`src/rtl/cbus_pkg.sv`:
```
// Shared definitions for the cbus two-master arbiter: FSM state encoding,
// default bus geometry and the round-robin picker used in IDLE.
package cbus_pkg;

  localparam int DEF_ADDR_WIDTH = 12;
  localparam int DEF_DATA_WIDTH = 8;
  // Matches the register file read pipeline depth.
  localparam int DEF_RD_LATENCY = 4;

  typedef enum logic [1:0] {
    ST_IDLE   = 2'd0,
    ST_STROBE = 2'd1,
    ST_WAIT   = 2'd2,
    ST_ACK    = 2'd3
  } cbus_state_t;

  // Two-input round-robin pick: a lone requester wins outright; on a tie the
  // master that was not granted last time wins. Returns the winning id.
  function automatic logic rr_pick2(input logic req0, input logic req1,
                                    input logic last_gnt);
    logic win;
    if (req0 && req1) begin
      win = ~last_gnt;
    end else begin
      win = req1;
    end
    return win;
  endfunction

endpackage

```
`src/rtl/cbus_arb.sv`:
```
// Two-master arbiter/sequencer for the cbus register bus. Master 0 is the EBI
// host bridge, master 1 the SPI host bridge. One transaction is in flight at a
// time: grant, one strobe cycle, optional read-latency wait, one ack cycle.
// Every output is driven straight from a flop.
module cbus_arb
  import cbus_pkg::*;
#(
  parameter int CBUS_ADDR_WIDTH = DEF_ADDR_WIDTH,
  parameter int CBUS_DATA_WIDTH = DEF_DATA_WIDTH,
  parameter int RD_LATENCY      = DEF_RD_LATENCY
) (
  input  logic                       clk,
  input  logic                       rst,
  input  logic                       m0_req,
  input  logic                       m0_we,
  input  logic [CBUS_ADDR_WIDTH-1:0] m0_addr,
  input  logic [CBUS_DATA_WIDTH-1:0] m0_wdata,
  output logic                       m0_ack,
  output logic [CBUS_DATA_WIDTH-1:0] m0_rdata,
  input  logic                       m1_req,
  input  logic                       m1_we,
  input  logic [CBUS_ADDR_WIDTH-1:0] m1_addr,
  input  logic [CBUS_DATA_WIDTH-1:0] m1_wdata,
  output logic                       m1_ack,
  output logic [CBUS_DATA_WIDTH-1:0] m1_rdata,
  output logic [CBUS_ADDR_WIDTH-1:0] cbus_addr,
  output logic [CBUS_DATA_WIDTH-1:0] cbus_wdata,
  output logic                       cbus_we,
  output logic                       cbus_oe,
  input  logic [CBUS_DATA_WIDTH-1:0] cbus_rdata
);

  // Counter holds RD_LATENCY-1 at most; keep at least one bit for latency 1.
  localparam int CNT_W = (RD_LATENCY > 1) ? $clog2(RD_LATENCY) : 1;
  localparam logic [CNT_W-1:0] LAT_LOAD = CNT_W'(RD_LATENCY - 1);

  cbus_state_t      state;
  cbus_state_t      state_nxt;
  logic             last_gnt;
  logic             gnt_id;
  logic             gnt_we;
  logic [CNT_W-1:0] lat_cnt;

  logic             any_req;
  logic             pick;
  logic             pick_we;
  logic             grant;
  logic             lat_done;
  logic             we_nxt;
  logic             oe_nxt;
  logic             ack_nxt;
  logic             cap_rd;

  // Arbitration decode for the IDLE cycle.
  always_comb begin
    any_req  = m0_req | m1_req;
    pick     = rr_pick2(m0_req, m1_req, last_gnt);
    pick_we  = pick ? m1_we : m0_we;
    grant    = (state == ST_IDLE) && any_req;
    lat_done = (state == ST_WAIT) && (lat_cnt == '0);
  end

  // State register; reset aborts any transaction in flight.
  always_ff @(posedge clk or posedge rst) begin
    if (rst) begin
      state <= ST_IDLE;
    end else begin
      state <= state_nxt;
    end
  end

  // Next-state logic.
  always_comb begin
    state_nxt = state;
    case (state)
      ST_IDLE:   if (any_req) state_nxt = ST_STROBE;
      ST_STROBE: state_nxt = gnt_we ? ST_ACK : ST_WAIT;
      ST_WAIT:   if (lat_cnt == '0) state_nxt = ST_ACK;
      ST_ACK:    state_nxt = ST_IDLE;
      default:   state_nxt = ST_IDLE;
    endcase
  end

  // Next values of the registered outputs, derived from the current state.
  always_comb begin
    we_nxt  = grant && pick_we;
    oe_nxt  = grant && !pick_we;
    ack_nxt = ((state == ST_STROBE) && gnt_we) || lat_done;
    cap_rd  = lat_done;
  end

  // Output flops: strobes and acks are single-cycle pulses.
  always_ff @(posedge clk or posedge rst) begin
    if (rst) begin
      cbus_we <= 1'b0;
      cbus_oe <= 1'b0;
      m0_ack  <= 1'b0;
      m1_ack  <= 1'b0;
    end else begin
      cbus_we <= we_nxt;
      cbus_oe <= oe_nxt;
      m0_ack  <= ack_nxt && !gnt_id;
      m1_ack  <= ack_nxt && gnt_id;
    end
  end

  // Grant latch: the bus address/data registers double as the request latch
  // and keep their values after the transaction ends.
  always_ff @(posedge clk or posedge rst) begin
    if (rst) begin
      gnt_id     <= 1'b0;
      gnt_we     <= 1'b0;
      last_gnt   <= 1'b1;
      cbus_addr  <= '0;
      cbus_wdata <= '0;
    end else if (grant) begin
      gnt_id     <= pick;
      gnt_we     <= pick_we;
      last_gnt   <= pick;
      cbus_addr  <= pick ? m1_addr : m0_addr;
      cbus_wdata <= pick ? m1_wdata : m0_wdata;
    end
  end

  // Read latency counter: loaded in the strobe cycle, counts down in WAIT.
  always_ff @(posedge clk or posedge rst) begin
    if (rst) begin
      lat_cnt <= '0;
    end else if (state == ST_STROBE) begin
      lat_cnt <= LAT_LOAD;
    end else if ((state == ST_WAIT) && (lat_cnt != '0)) begin
      lat_cnt <= lat_cnt - CNT_W'(1);
    end
  end

  // Read data capture into the granted master's holding register only.
  always_ff @(posedge clk or posedge rst) begin
    if (rst) begin
      m0_rdata <= '0;
      m1_rdata <= '0;
    end else if (cap_rd) begin
      if (gnt_id) begin
        m1_rdata <= cbus_rdata;
      end else begin
        m0_rdata <= cbus_rdata;
      end
    end
  end

endmodule

```
`config.mk`:
```
export PLATFORM = sky130hd
export DESIGN_NAME = cbus_arb
export DESIGN_NICKNAME = d
export VERILOG_FILES = /design/src/rtl/cbus_pkg.sv /design/src/rtl/cbus_arb.sv
export SDC_FILE = /design/constraint.sdc
export NUM_CORES = 1
export LEC_CHECK = 0
export CAP_MARGIN = 10
export CORE_MARGIN = 10
export CORE_UTILIZATION = 35
export DETAILED_ROUTE_END_ITERATION = 10
export PLACE_DENSITY = 0.7
export SLEW_MARGIN = 20
export SYNTH_ARGS = -nofsm -noshare
export SYNTH_HDL_FRONTEND = slang
export SYNTH_SLANG_ARGS = --single-unit
```
`constraint.sdc`:
```
create_clock -name clk -period 3.84 [get_ports clk]
set_input_delay 0.576 -clock clk [delete_from_list [all_inputs] [get_ports clk]]
set_output_delay 0.576 -clock clk [all_outputs]
set_load 0.02 [all_outputs]
```
==> run metrics <==
status=finished, final reports clean; reg2reg path depth=5; P per Cell Area=793 nW/um2; antenna-violating nets left=0; Hold Path End=lat_cnt[1]; die extent in y=96.0 um; maximum clock frequency=between 400 and 500 MHz; number of endpoints with negative hold slack in the final report=0; setup repair after global routing missed its margin=false; YS warnings=0; core region area=approximately 5500 um2; via count normalized by instance count=4.77; area of the die=about 9200 um2; unique cell type count in the Yosys netlist=28; FF-to-FF setup slack=roughly 2.0 ns; count of final setup violators=0; quantity of hold-fixing buffers added after cts=0; Syn-to-layout area delta=53.9%; hold path startpoint=lat_cnt[1]; net count reported at finish=between 300 and 400; cell type contributing the most total cell area after synthesis=dfrtp_1; sinks on the clock net=47; dominant register cell in the synthesized netlist=dfrtp_1; Remaining Overflow, GRT=0; via count of the first global-routing pass=1,823; cell area after technology mapping=just over 2000 um2; max-cap violations=0; worst-case setup slack after placement=between 1 and 1.5 ns; data arrival time of the worst path=around 2.3 ns; final worst slack=between 1.5 and 2 ns; number of CTS-inserted buffers=5; critical setup path kind=in -> reg; Top-Level Pins=94; final clock period utilization by the worst path=53.7%; cell at the root of the clock tree=clkbuf_8; first-pass GRT wire length=8.66 mm; antenna violations before repair=0; average wire per cell in the routed design=between 15 and 20 um; highest net fanout along the worst path=21; vias=around 1,700; total leakage power=0.00133 uW; TritonCTS clock tree=yes; Final Max Tran Viols=0; routability congestion estimate from global placement=about 0.73; number of flops mapped to enable cells by yosys=0; worst slew margin relative to its limit=33.5%; Critical R2R Launch=state[0]; H-tree levels=2; post-synthesis sequential element count=47; final worst clock skew=0.00431 ns; violation count after the first detailed-route iteration=53; asr flop ratio synth=100%; total track usage=between 10% and 20%; area share of the leading cell type in the synthesized netlist=57.0%; slew at the pin closest to its max-slew limit=0.992 ns; count of buffers added by post-CTS timing repair for setup=0; number of nets in the synthesized netlist=about 250; cell types with the largest area share after synthesis=dfrtp_1 (57%), a21oi_1 (10%), mux2_2 (8.9%); CTS clk-pin slew, worst paths=about 0.08 ns; first drt pass iteration count=4; portion of the post-synthesis area used by sequential elements=roughly three fifths; mean area per synthesized cell=10.7 um2; clock latency on the worst-skew pair=just under 0.3 ns; Final TNS setup=0 ns; classification of the worst-slack hold path=reg -> reg; FF-to-FF End=cbus_addr[8]; final critical-path required period=2.06 ns; post-detailed-routing wire length=~5.4 mm; DPL Wire Length=roughly 4 mm; startpoint type of the worst setup path=input port; Chip Width=roughly 96 um; number of buffers between clock root and the deepest sink=2; largest net degree at the start of global routing=48; Required @ worst endpoint=between 4 and 5 ns; capturing element type of the critical path=flip-flop; overall power after layout=~2500 uW; initial core utilization=about 36%; largest vdd supply drop=between 0.3 and 0.4 mV; Post-CTS Resized=0; number of standard-cell rows in the floorplan=27; number of remaining DRC errors=0; share of layout cells above drive strength 1=a little over a tenth; number of cells traversed by the worst hold path=1; Cells after Synth=between 150 and 200; antenna cell count=0; number of I/O port buffers=93
## Yosys cell counts, drive strengths merged, types with 2 or more instances
cell and instances:
dfrtp 46, a21oi 42, nor2 26, nand2 21, mux2 17, buf 8, inv 5, ha 4
a21boi 2, a31oi 2, nand2b 2
## cells in the final DEF (no fill, tap or decap), drive strengths merged
| master | instances |
|---|---|
| a211o | 1 |
| a21bo | 1 |
| a21boi | 2 |
| a21oi | 42 |
| a22o | 1 |
| a22oi | 1 |
| a31oi | 2 |
| and2 | 1 |
| buf | 1 |
| clkbuf | 8 |
| clkdlybuf4s50 | 93 |
| dfrtp | 46 |
| dfstp | 1 |
| ha | 4 |
| inv | 5 |
| mux2 | 17 |
| mux2i | 1 |
| nand2 | 21 |
| nand2b | 2 |
| nand3 | 1 |
| nand3b | 1 |
| nor2 | 26 |
| nor2b | 1 |
| o21a | 1 |
| o21ai | 1 |
| o22a | 1 |
| xnor2 | 1 |
## state kept, by name (all words and copies together) (netlist names)
| signal | flops |
|---|---|
| state | 2 |
| cbus_wdata | 8 |
| cbus_we | 1 |
| m1_rdata | 8 |
| m0_rdata | 8 |
| m0_ack | 1 |
| cbus_addr | 12 |
| gnt_id | 1 |
| last_gnt | 1 |
| m1_ack | 1 |
| lat_cnt | 2 |
| gnt_we | 1 |
| cbus_oe | 1 |
## worst max-delay path, cell delays in order
cell	delay [ns]
clkdlybuf4s50_1	0.54
a21boi_2	0.80
a21oi_1	0.16
a21oi_1	0.19
## stage by stage
stage	hold slack, ns	cell area, um2	instances	util (%)
after floorplan	0.459	2020	189	-
after global placement	0.472	3010	347	54.3
after detailed placement	0.484	3010	347	54.3
after CTS	0.504	3110	355	56.1
after global routing	0.523	3110	355	56.1
final	0.495	3110	355	56.1
## per-layer routing
layer / track usage [%] / up-vias / share of wire (%)
li1: - / 823 / -
met1: 13.3 / 789 / 42
met2: 18.6 / 74 / 44
met3: 6.30 / 7 / 13
met4: 3.69 / 0 / 1.1
met5: 0 / - / 0
## report_power, final
group          switching [uW]  total, uW  internal, uW
clock network             154        318           164
registers                 133        875           742
logic                     644       1270           628
total                     931       2460          1530
## kinds of logic after synthesis
logic type / count (synthesis) / share of synthesized area (%)
AO/OA/AOI/OAI: 53 / 14.7
XOR/XNOR: 1 / 0.434
adder cells (fa/ha/maj): 4 / 2.48
buffers and inverters: 13 / 2.91
flip-flops: 47 / 58.3
multiplexers: 18 / 9.98
AND/OR/NAND/NOR: 53 / 11.2
## layout make-up
| cell class | count | area, um2 |
|---|---|---|
| Fill cell | 498 | 2430 |
| Sequential cell | 47 | 1180 |
| Timing Repair Buffer | 94 | 938 |
| Multi-Input combinational cell | 129 | 783 |
| Clock buffer | 8 | 100 |
| Tap cell | 72 | 90.1 |
| Inverter | 5 | 18.8 |
## worst max-delay path by stage
stage,startpoint,end,slack [ns],cells past startpoint
2_1_floorplan,rst,cbus_addr[0],2.15,1
3_3_place_gp,m0_req,gnt_we,1.50,4
3_5_place_dp,m0_req,gnt_we,1.45,4
4_1_cts,m0_req,gnt_we,1.75,4
5_1_grt,m1_req,cbus_addr[5],1.61,4
6_report,m1_req,cbus_addr[8],1.78,4
Power figures use the tool's default switching activity.
